<file path="config.mk">
export PLATFORM = sky130hd
export DESIGN_NAME = number_value_bank
export DESIGN_NICKNAME = d
export VERILOG_FILES = /design/src/rtl/number_value_bank.sv
export SDC_FILE = /design/constraint.sdc
export NUM_CORES = 1
export LEC_CHECK = 0
export ABC_AREA = 0
export CORE_MARGIN = 1.5
export CORE_UTILIZATION = 56
export CTS_CLUSTER_DIAMETER = 120
export DETAILED_ROUTE_END_ITERATION = 12
export HOLD_SLACK_MARGIN = 0.03
export MAX_ROUTING_LAYER = met4
export PLACE_DENSITY = 0.78
export SYNTH_ARGS = -nofsm -noshare
export SYNTH_HDL_FRONTEND = slang
export SYNTH_SLANG_ARGS = --single-unit
</file>
<file path="constraint.sdc">
create_clock -name clk -period 3.8 [get_ports clk]
set_input_delay 0.76 -clock clk [delete_from_list [all_inputs] [get_ports clk]]
set_output_delay 0.76 -clock clk [all_outputs]
set_load 0.005 [all_outputs]
</file>
<file path="src/rtl/number_value_bank.sv">
// number_value_bank: LFSR-driven digit bank for the 12-slot number display.
// Values are drawn into a shadow copy and committed to the display outputs
// only on startOfFrame so a digit never changes mid-frame.

// One display slot: shadow value being drawn, committed value and shown flag.
module number_value_bank_slot #(
  parameter int VALUE_W = 4
) (
  input  logic               clk,
  input  logic               reset,
  input  logic               wr,
  input  logic [VALUE_W-1:0] wr_val,
  input  logic               commit,
  input  logic               clr,
  output logic [VALUE_W-1:0] value,
  output logic               valid
);
  logic [VALUE_W-1:0] shadow;

  // Shadow takes new draws; the committed value follows it only on commit.
  always_ff @(posedge clk) begin
    if (reset) begin
      shadow <= '0;
      value  <= '0;
      valid  <= 1'b0;
    end else begin
      if (wr)     shadow <= wr_val;
      if (commit) value  <= shadow;
      if (commit)   valid <= 1'b1;
      else if (clr) valid <= 1'b0;
    end
  end
endmodule

module number_value_bank #(
  parameter int          NUM_SLOTS = 12,
  parameter int          VALUE_W   = 4,
  parameter int          MAX_VALUE = 9,
  parameter logic [15:0] LFSR_SEED = 16'hACE1
) (
  input  logic                              clk,
  input  logic                              reset,
  input  logic                              startOfFrame,
  input  logic                              hitValid,
  input  logic [3:0]                        hitIdx,
  input  logic                              refillAll,
  output logic [NUM_SLOTS-1:0][VALUE_W-1:0] values,
  output logic [NUM_SLOTS-1:0]              slotValid,
  output logic                              busy,
  output logic                              hitDropped
);
  typedef enum logic [1:0] {IDLE, FILL, REFILL_ONE, COMMIT_WAIT} state_t;

  state_t             state, state_d;
  logic [15:0]        lfsr;
  logic [3:0]         slot_ptr, slot_ptr_d;
  logic [3:0]         target, target_d;
  logic [VALUE_W-1:0] cand;
  logic               accepted, hit_ok;
  logic               wr_en, commit, clr_en, drop_d;
  logic [3:0]         wr_idx;

  // Candidate is taken from the LFSR before this cycle's shift.
  assign cand     = lfsr[VALUE_W-1:0];
  assign accepted = (cand <= VALUE_W'(MAX_VALUE));
  assign hit_ok   = hitValid && ({1'b0, hitIdx} < 5'(NUM_SLOTS));
  assign busy     = (state != IDLE);

  // Free-running Fibonacci LFSR (taps 16,14,13,11), never paused by state.
  always_ff @(posedge clk) begin
    if (reset) lfsr <= LFSR_SEED;
    else       lfsr <= {lfsr[0] ^ lfsr[2] ^ lfsr[3] ^ lfsr[5], lfsr[15:1]};
  end

  // Control registers: state, fill pointer, refill target, drop pulse.
  always_ff @(posedge clk) begin
    if (reset) begin
      state      <= FILL;
      slot_ptr   <= '0;
      target     <= '0;
      hitDropped <= 1'b0;
    end else begin
      state      <= state_d;
      slot_ptr   <= slot_ptr_d;
      target     <= target_d;
      hitDropped <= drop_d;
    end
  end

  // Next-state and slot write/commit strobes.
  always_comb begin
    state_d    = state;
    slot_ptr_d = slot_ptr;
    target_d   = target;
    wr_en      = 1'b0;
    wr_idx     = slot_ptr;
    commit     = 1'b0;
    clr_en     = 1'b0;
    // Any legal hit outside IDLE is reported and otherwise ignored.
    drop_d     = hit_ok && (state != IDLE);
    case (state)
      FILL: begin
        if (accepted) begin
          wr_en = 1'b1;
          if (slot_ptr == 4'(NUM_SLOTS-1)) begin
            slot_ptr_d = '0;
            state_d    = COMMIT_WAIT;
          end else begin
            slot_ptr_d = slot_ptr + 4'd1;
          end
        end
      end
      IDLE: begin
        // refillAll wins over a simultaneous hit, which is simply discarded.
        if (refillAll) begin
          slot_ptr_d = '0;
          state_d    = FILL;
        end else if (hit_ok) begin
          clr_en   = 1'b1;
          target_d = hitIdx;
          state_d  = REFILL_ONE;
        end
      end
      REFILL_ONE: begin
        // Redraw must differ from the digit just hit.
        wr_idx = target;
        if (accepted && (cand != values[target])) begin
          wr_en   = 1'b1;
          state_d = COMMIT_WAIT;
        end
      end
      COMMIT_WAIT: begin
        if (startOfFrame) begin
          commit  = 1'b1;
          state_d = IDLE;
        end
      end
      default: state_d = FILL;
    endcase
  end

  for (genvar i = 0; i < NUM_SLOTS; i++) begin : g_slot
    number_value_bank_slot #(.VALUE_W(VALUE_W)) u_slot (
      .clk    (clk),
      .reset  (reset),
      .wr     (wr_en && (wr_idx == 4'(i))),
      .wr_val (cand),
      .commit (commit),
      .clr    (clr_en && (hitIdx == 4'(i))),
      .value  (values[i]),
      .valid  (slotValid[i])
    );
  end
endmodule

</file>
==> flow_summary.json, run 1 <==
{
  "wirelength_um": 14510,
  "status": "completed",
  "insertion_delay_ns": 0.53,
  "diodes": 0,
  "ys_ff_latch": 135,
  "row_count": 37,
  "critPathArrivalTime_ns": 3.65,
  "synth_area_leader_cell": "dfxtp_1",
  "setup_violations": 0,
  "synth_area_leaders": "dfxtp_1, mux2i_1, nand2_1",
  "holdPathStages": 1,
  "post_cts_buffers": 0,
  "synth_ff_type": "dfxtp_1",
  "dp_hpwl_um": 9407,
  "gp_congestion": 0.9044,
  "min_to": "lfsr[7]$_SDFF_PP1_",
  "synth_top_area_frac": 0.4562,
  "hp-start": "lfsr[8]$_SDFF_PP0_",
  "worst_pin_slew_ns": 1.201,
  "p_leak_nw": 2.648,
  "critPathBufInv": 1,
  "grt_use_total": 0.2762,
  "fin_nets": 696,
  "clock_sinks": 135,
  "core_area_um2": 10280,
  "vias": 4665,
  "num_io_pins": 71,
  "crit_type": "flop to flop",
  "fin_crit_sh": 0.8440,
  "clockBufferDepth": 2,
  "crit_family": "simple AND/OR/NAND/NOR gates",
  "cts_hold_buf": 0,
  "avgSynthCellArea_um2": 9.228,
  "holdWs_ns": 0.4087,
  "yosysSeqAreaShare": 0.4562,
  "grt_pass1_vias": 4433,
  "antenna_left": 0,
  "synth_edf_count": 0,
  "drive_above_1_share": 0.09353,
  "htreeDepth": 4,
  "antenna_found_initial": 0,
  "fin_crit_ns": 3.207,
  "cp-end-kind": "flop",
  "drtPass1Iterations": 4,
  "hp-class": "flop to flop",
  "port_buffers": 70,
  "vdd_ir_drop_max_mv": 0.3594,
  "reg2reg_depth": 8,
  "grt_overflow": 0,
  "worst_setup_path_start_kind": "flop",
  "cts_root_buffer": "clkbuf_8",
  "ys_warn_count": 0,
  "slew_headroom": 0.1995,
  "start_util": 0.5765,
  "cts_tree": "built",
  "syn_area_um2": 5924,
  "grt_pass1_wl_um": 23230,
  "final_core_util": 0.7059,
  "critPathMaxStageDelay_ns": 0.74,
  "path_max_fanout": 12,
  "r2r_setup_slack_ns": 0.59,
  "grt_max_degree": 126,
  "wl_per_cell_um": 17.46,
  "drv_slew": 0,
  "fp.dieArea_um2": 11210,
  "numCtsBuffers": 17,
  "vias_per_cell": 5.614,
  "cp_slowest_cell": "dfxtp_1",
  "dieHeight_um": 105.9,
  "fin_setup_tns_ns": 0,
  "synthesis.nets": 656,
  "async_flop_share": 0,
  "hold_viol_final": 0,
  "cellPowerDensity_nw_per_um2": 578.6,
  "yosysUniqueCellTypes": 47,
  "cts-resized-gates": 0,
  "rr_startpoint": "target[0]$_SDFFE_PP0P_",
  "drtIter0Drc": 266,
  "required_ns": 4.24,
  "rsz0062_at_grt": "false",
  "syn2layout_area_growth_pct": 22.45,
  "route.detailed.drc": 0,
  "syn_inst": 642,
  "path_cells": "and2_1 > a22oi_1 > a22oi_2 > xnor2_1 > or4_1 > buf_4 > a32oi_4 > mux2i_1",
  "finClkSkew_ns": 0.008071,
  "die_w_um": 105.9,
  "r2r_end": "g_slot[4].u_slot.shadow[3]$_SDFFE_PP0P_",
  "clk_pin_slew_worst_paths_ns": 0.06,
  "fmax_mhz": 311.8,
  "max_cap_violations": 0
}
==> state kept, by name, indices dropped and copies added (netlist names) <==
| signal | flops |
|---|---|
| hitDropped | 1 |
| state | 2 |
| slot_ptr | 4 |
| lfsr | 16 |
| g_slot.u_slot.valid | 12 |
| g_slot.u_slot.value | 48 |
| g_slot.u_slot.shadow | 48 |
| target | 4 |
==> placed cells by master, fill, tap and decap left out, types with 9 or more instances in the layout <==
cell type	n
dfxtp_1	135
nand2b_1	57
a21oi_1	74
nand2_1	118
or2_2	9
mux2i_1	65
nor2_1	20
clkbuf_16	16
o21ai_0	17
nor2b_1	9
clkdlybuf4s50_1	69
==> worst max path at each step <==
| stage | start | cells past startpoint | end |
|---|---|---|---|
| global route | target[0]$_SDFFE_PP0P_ | 9 | state[1]$_SDFFE_PP0P_ |
| floorplan | target[0]$_SDFFE_PP0P_ | 10 | state[1]$_SDFFE_PP0P_ |
| CTS | target[0]$_SDFFE_PP0P_ | 9 | g_slot[7].u_slot.shadow[3]$_SDFFE_PP0P_ |
| finish | target[0]$_SDFFE_PP0P_ | 8 | g_slot[4].u_slot.shadow[3]$_SDFFE_PP0P_ |
| global placement | target[0]$_SDFFE_PP0P_ | 8 | state[1]$_SDFFE_PP0P_ |
| detailed placement | target[0]$_SDFFE_PP0P_ | 9 | g_slot[7].u_slot.shadow[3]$_SDFFE_PP0P_ |
==> where the power goes <==
group	leakage, nW	switching, mW	total, mW	internal, mW
clock network	0.332	0.611	1.88	1.27
logic	1.22	0.450	0.746	0.296
registers	1.09	0.0689	1.57	1.50
==> cells in the mapped netlist (2+ instances only) <==
library cell / n
nor3b_1: 4
xnor2_1: 5
a31oi_4: 6
mux4_2: 4
or2_2: 9
a22oi_1: 7
xor2_1: 2
and3b_1: 4
buf_6: 3
nor3_1: 7
mux2i_1: 65
buf_4: 13
nand3_1: 3
a22oi_2: 2
nor2_1: 20
buf_2: 3
and2_1: 2
nand2_1: 119
inv_1: 7
a41oi_4: 2
clkbuf_1: 28
ha_1: 5
o21ai_0: 17
a221oi_1: 4
buf_1: 7
nand2b_1: 57
nor2b_1: 9
dfxtp_1: 135
a21oi_1: 74
or4_1: 2
==> stage by stage <==
stage | area [um2] | power [mW] | setup WS [ns] | std cells
4_1_cts | 7254 | 4.205 | 0.6069 | 831
2_1_floorplan | 5924 | 2.156 | 1.233 | 642
3_3_place_gp | 6568 | 2.316 | 0.6716 | 799
5_1_grt | 7254 | 4.343 | 0.4214 | 831
3_5_place_dp | 6568 | 2.327 | 0.6222 | 799
6_report | 7254 | 4.198 | 0.5929 | 831
==> logic make-up after synthesis <==
kind of cell / Yosys count / synth area share
AO/OA/AOI/OAI: 120 / 0.1415
flip-flops: 135 / 0.4562
AND/OR/NAND/NOR: 244 / 0.2032
adder cells (fa/ha/maj): 5 / 0.01056
multiplexers: 70 / 0.1269
XOR/XNOR: 7 / 0.01035
buffers and inverters: 61 / 0.05132
==> cell type report <==
class                           instances  area (um2)
Fill cell                             806        3023
Multi-Input combinational cell        446        2920
Sequential cell                       135        2703
Timing Repair Buffer                   75       748.2
Clock buffer                           22       473.0
Clock inverter                         10       214.0
Tap cell                              136       170.2
Inverter                                7       26.28
==> per-layer routing <==
layer	GRT usage	vias to the layer above	wire length [um]
li1	-	2245	-
met1	0.3776	2257	6789
met2	0.4105	135	6663
met3	0.05690	28	757
met4	0.08977	0	303
met5	-	-	0
(Power assumes the default switching activity.)
==> inputs of run 2 (changes only) <==
==> constraint.sdc (replaced) <==
create_clock -name clk -period 3 [get_ports clk]
set_input_delay 0.6 -clock clk [delete_from_list [all_inputs] [get_ports clk]]
set_output_delay 0.6 -clock clk [all_outputs]
set_load 0.005 [all_outputs]
==> flow_summary.json, run 2 (synthesis gave the netlist of run 1 again) <==
{
  "status": "completed",
  "max_cap_violations": 0,
  "clockBufferDepth": 2,
  "final_core_util": 0.7055,
  "p_leak_nw": 2.651,
  "core_area_um2": 10280,
  "clk_pin_slew_worst_paths_ns": 0.07,
  "grt_max_degree": 104,
  "fp.dieArea_um2": 11210,
  "cp-end-kind": "flop",
  "grt_pass1_wl_um": 23980,
  "hp-class": "flop to flop",
  "start_util": 0.5765,
  "r2r_end": "state[1]$_SDFFE_PP0P_",
  "hold_viol_final": 0,
  "hp-start": "lfsr[14]$_SDFF_PP0_",
  "finClkSkew_ns": 0.009109,
  "met2_usage": 0.4392,
  "placed_cell_area_um2": 6633,
  "row_count": 37,
  "swShare": 0.2954,
  "mostFrequentLayoutCell": "dfxtp_1",
  "clock_sinks": 135,
  "num_io_pins": 71,
  "slew_headroom": 0.4639,
  "vias": 4694,
  "switchingPower_mw": 1.510,
  "grtUsageMet3": 0.06617,
  "crit_family": "multiplexers",
  "clkPwrFrac": 0.425,
  "internal-power_mw": 3.600,
  "numCtsBuffers": 17,
  "gp_congestion": 0.9392,
  "drtPass1Iterations": 5,
  "fin_crit_sh": 0.9435,
  "fill_cells": 800,
  "critPathBufInv": 2,
  "p_total_mw": 5.109,
  "fin_nets": 703,
  "diodes": 0,
  "worst_pin_slew_ns": 0.8012,
  "fmax_mhz": 353.3,
  "cts_root_buffer": "clkbuf_8",
  "dieHeight_um": 105.9,
  "holdPathStages": 1,
  "grt_overflow": 0,
  "cp_slowest_cell": "or4_1",
  "wirelength_um": 14700,
  "critPathMaxStageDelay_ns": 0.50,
  "reg2reg_depth": 9,
  "die_w_um": 105.9,
  "min_to": "lfsr[13]$_SDFF_PP1_",
  "antenna_left": 0,
  "p_comb_frac": 0.188,
  "wl_per_cell_um": 17.55,
  "grt_pass1_vias": 4517,
  "rsz0062_at_grt": "false",
  "rr_startpoint": "target[2]$_SDFFE_PP0P_",
  "setup_violations": 0,
  "met1_usage": 0.3665,
  "cpMostUsedCell": "buf_4",
  "cellPowerDensity_nw_per_um2": 704.7,
  "route.detailed.drc": 0,
  "cts_tree": "built",
  "critPathArrivalTime_ns": 3.23,
  "antenna_found_initial": 0,
  "worst_setup_path_start_kind": "flop",
  "top_usage_layer": "met2",
  "r2r_setup_slack_ns": 0.17,
  "crit_type": "flop to flop",
  "fin_crit_ns": 2.831,
  "path_max_fanout": 11,
  "dp_hpwl_um": 9818,
  "fin_setup_tns_ns": 0,
  "reg_top3": "g_slot.u_slot.shadow: 48 flops, g_slot.u_slot.value: 48 flops, lfsr: 16 flops",
  "insertion_delay_ns": 0.52,
  "drtIter0Drc": 352,
  "postLayoutCellArea_um2": 7251,
  "vdd_ir_drop_max_mv": 0.4246,
  "syn2layout_area_growth_pct": 22.39,
  "port_buffers": 70,
  "drive_above_1_share": 0.1054,
  "drv_slew": 0,
  "vias_per_cell": 5.601,
  "path_cells": "buf_4 > mux2i_1 > a22oi_1 > a22oi_2 > xnor2_1 > or4_1 > buf_4 > a2bb2oi_2 > mux2_1",
  "final_cell_mix": "dfxtp_1, nand2_1, a21oi_1, clkdlybuf4s50_1, mux2i_1",
  "grt_use_total": 0.2853,
  "seqPwrFrac": 0.387,
  "htreeDepth": 4,
  "required_ns": 3.40
}
run 2: area by class of cell:
| type | count | area (um2) | area share |
|---|---|---|---|
| clock buffer | 18 | 427.9 | 0.05902 |
| clock inverter | 14 | 188.9 | 0.02606 |
| inverter | 7 | 26.28 | 0.003624 |
| multi-input combinational | 446 | 2920 | 0.4028 |
| sequential | 135 | 2704 | 0.3729 |
| tap | 136 | 170.2 | 0.02347 |
| timing repair buffer | 82 | 813.3 | 0.1122 |
run 2: per-layer routing:
layer | wire length, um | up-vias
met1 | 6605 | 2234
met2 | 6944 | 150
met3 | 807 | 29
li1 | - | 2281
met5 | 0 | -
met4 | 347 | 0
run 2: power groups by stage:
stage               Sequential (mW)  Clock, mW  Combinational [mW]
CTS                            1.97       2.19               0.950
floorplan                      1.99          0               0.742
finish                         1.98       2.17               0.960
global placement               2.01          0               0.933
detailed placement             2.01          0               0.943
global route                   1.99       2.27                1.04
run 2: per-stage QoR:
stage	cells	setup WS [ns]	hold WS [ns]
global route	838	0.01959	0.4157
global placement	806	0.2560	0.3949
CTS	838	0.1263	0.4103
finish	838	0.1694	0.4093
detailed placement	806	0.1717	0.3947
floorplan	642	0.4334	0.3895
run 2: what timing repair did:
| item | in CTS | in global routing |
|---|---|---|
| buffers inserted | 0 | 0 |
| gates resized for setup | 0 | 1 |
| hold buffers | 0 | 0 |
| setup endpoints to repair | 0 | 18 |
run 2: worst max-delay path by stage:
stage / startpoint / to / depth (start not counted)
6_report: target[2]$_SDFFE_PP0P_ / state[1]$_SDFFE_PP0P_ / 9
5_1_grt: target[2]$_SDFFE_PP0P_ / g_slot[4].u_slot.shadow[1]$_SDFFE_PP0P_ / 9
4_1_cts: target[1]$_SDFFE_PP0P_ / g_slot[4].u_slot.shadow[1]$_SDFFE_PP0P_ / 8
3_5_place_dp: target[1]$_SDFFE_PP0P_ / g_slot[6].u_slot.shadow[1]$_SDFFE_PP0P_ / 8
3_3_place_gp: target[2]$_SDFFE_PP0P_ / state[1]$_SDFFE_PP0P_ / 9
2_1_floorplan: target[0]$_SDFFE_PP0P_ / state[1]$_SDFFE_PP0P_ / 10
==> inputs of run 3 (changes only) <==
--- a/config.mk
+++ b/config.mk
@@ -15,4 +15,6 @@
 export PLACE_DENSITY = 0.78
 export SYNTH_ARGS = -nofsm -noshare
 export SYNTH_HDL_FRONTEND = slang
+export SYNTH_HIERARCHICAL = 1
 export SYNTH_SLANG_ARGS = --single-unit
+export TNS_END_PERCENT = 10
==> flow_summary.json, run 3 <==
{
  "ys_ff_latch": 135,
  "syn2layout_area_growth_pct": 22.06,
  "cellPowerDensity_nw_per_um2": 695.9,
  "cts_root_buffer": "clkbuf_8",
  "yosysUniqueCellTypes": 44,
  "cp-end-kind": "flop",
  "drtIter0Drc": 260,
  "vdd_ir_drop_max_mv": 0.5735,
  "grt_use_total": 0.2790,
  "r2r_setup_slack_ns": 0.02,
  "clockBufferDepth": 2,
  "htreeDepth": 4,
  "fin_crit_ns": 2.981,
  "required_ns": 3.41,
  "rr_startpoint": "target[0]$_SDFFE_PP0P_",
  "fp.dieArea_um2": 11140,
  "cts_tree": "built",
  "antenna_found_initial": 0,
  "row_count": 37,
  "gp_congestion": 0.8890,
  "clk_pin_slew_worst_paths_ns": 0.06,
  "path_max_fanout": 12,
  "route.detailed.drc": 0,
  "fin_nets": 671,
  "drtPass1Iterations": 5,
  "num_io_pins": 71,
  "reg_top3": "g_slot.u_slot/shadow: 48 flops, g_slot.u_slot/value: 48 flops, lfsr: 16 flops",
  "async_flop_share": 0,
  "synth_ff_type": "dfxtp_1",
  "diodes": 0,
  "hp-class": "flop to flop",
  "wl_per_cell_um": 18.10,
  "r2r_end": "g_slot[0].u_slot/shadow[1]$_SDFFE_PP0P_",
  "holdPathStages": 1,
  "grt_max_degree": 82,
  "clock_sinks": 135,
  "yosys-top-cells-count": "dfxtp_1, nor2_1, mux2i_1",
  "crit_type": "flop to flop",
  "dp_hpwl_um": 10040,
  "insertion_delay_ns": 0.54,
  "antenna_left": 0,
  "setup_violations": 0,
  "post-place-ws_ns": -0.2748,
  "p_leak_nw": 2.484,
  "synthesis.nets": 609,
  "synth_top_area_frac": 0.4591,
  "dieHeight_um": 105.5,
  "holdWs_ns": 0.4060,
  "worst_pin_slew_ns": 0.7990,
  "hp-start": "lfsr[6]$_SDFF_PP1_",
  "slew_headroom": 0.4629,
  "grt_overflow": 0,
  "hold_viol_final": 0,
  "mostFrequentLayoutCell": "dfxtp_1",
  "numCtsBuffers": 17,
  "vias_per_cell": 5.478,
  "port_buffers": 70,
  "avgSynthCellArea_um2": 9.894,
  "max_cap_violations": 0,
  "ys_warn_count": 6,
  "syn_inst": 595,
  "status": "completed",
  "cts_hold_buf": 0,
  "final_cell_mix": "dfxtp_1, nor2_1, mux2i_1, clkdlybuf4s50_1, a21oi_1",
  "fin_ws_ns": 0.01907,
  "reg2reg_depth": 9,
  "grt_pass1_wl_um": 22750,
  "yosysSeqAreaShare": 0.4591,
  "min_to": "lfsr[5]$_SDFF_PP1_",
  "critPathArrivalTime_ns": 3.39,
  "synth_edf_count": 0,
  "wirelength_um": 14560,
  "synth_area_leader_cell": "dfxtp_1",
  "fmax_mhz": 335.5,
  "yosysMostFrequentCell": "dfxtp_1",
  "drv_slew": 0,
  "finClkSkew_ns": 0.01366,
  "worst_setup_path_start_kind": "flop",
  "grt_pass1_vias": 4224,
  "vias": 4404,
  "fin_crit_sh": 0.9936,
  "syn_area_um2": 5887,
  "core_area_um2": 10280,
  "synth_area_leaders": "dfxtp_1, mux2i_1, nor2_1",
  "rsz0062_at_grt": "true",
  "die_w_um": 105.5,
  "drive_above_1_share": 0.1512,
  "start_util": 0.5728
}
run 3: cell count changes after synthesis, moves of 13 or more:
cell      before  now
clkbuf_1      28    8
nand2_1      119   24
nor4_1         0   14
a21oi_1       74   25
mux2i_1       65   97
nor2_1        20  115
nand2b_1      57   19
o21ai_0       17    4
buf_6          3   28
run 3: layout make-up:
class / count / area [um2]
sequential: 135 / 2703
tap: 136 / 170.2
multi-input combinational: 391 / 2798
clock buffer: 18 / 417.9
timing repair buffer: 93 / 895.9
clock inverter: 12 / 130.1
inverter: 19 / 71.32
fill: 761 / 3092
run 3: worst max-delay path by stage:
stage | start | to | cells after the start
floorplan | target[0]$_SDFFE_PP0P_ | g_slot[1].u_slot/shadow[2]$_SDFFE_PP0P_ | 12
finish | target[0]$_SDFFE_PP0P_ | g_slot[0].u_slot/shadow[1]$_SDFFE_PP0P_ | 9
CTS | target[0]$_SDFFE_PP0P_ | g_slot[8].u_slot/shadow[0]$_SDFFE_PP0P_ | 9
global route | target[0]$_SDFFE_PP0P_ | g_slot[0].u_slot/shadow[1]$_SDFFE_PP0P_ | 9
detailed placement | target[0]$_SDFFE_PP0P_ | g_slot[9].u_slot/shadow[2]$_SDFFE_PP0P_ | 9
global placement | target[0]$_SDFFE_PP0P_ | g_slot[9].u_slot/shadow[1]$_SDFFE_PP0P_ | 9
run 3: routing by layer:
layer  track usage  share of wire
met1        0.3521           0.44
met2        0.4332           0.49
met3       0.06184          0.047
met5             -              0
met4        0.1197          0.025
run 3: cell families (layout without fill, tap and decap cells):
kind of cell | Yosys count | after routing | share of synthesized area
adders and majority gates | 5 | 5 | 0.01063
DFF | 135 | 135 | 0.4591
muxes | 113 | 113 | 0.2134
buffers and inverters | 69 | 142 | 0.08565
AOI/OAI and AO/OA | 49 | 49 | 0.04910
xor gates and xnor gates | 7 | 7 | 0.01041
and+or+nand+nor | 217 | 217 | 0.1717
run 3: metrics by stage:
stage	util	power [mW]	cell area, um2	setup TNS [ns]	std cells
floorplan	-	2.836	5887	0	595
global placement	0.6346	2.953	6523	-4.516	774
detailed placement	0.6346	2.972	6523	-5.657	774
CTS	0.6904	4.934	7096	-4.311	804
global route	0.6992	5.193	7186	-0.3102	804
finish	0.6992	5.001	7186	0	804
run 3: power by group:
part | internal [mW] | switching, mW
logic | 0.452 | 0.615
registers | 1.91 | 0.0880
clock network | 1.17 | 0.767
total | 3.53 | 1.47
run 3: what timing repair did:
item | CTS | global route
cloned | 0 | 0
gates resized for setup | 4 | 13
setup endpoints to repair | 45 | 45
buffers inserted | 0 | 0
pin swaps | 0 | 0
run 3: worst max-delay path, cell delays in order, from the launching register on:
cell	delay, ns
dfxtp_1	0.46
mux4_1	0.59
a21oi_1	0.16
a31oi_1	0.07
xnor2_1	0.15
nand4_2	0.16
nor2_4	0.12
nor4_2	0.73
mux2i_1	0.33
nor2_1	0.07
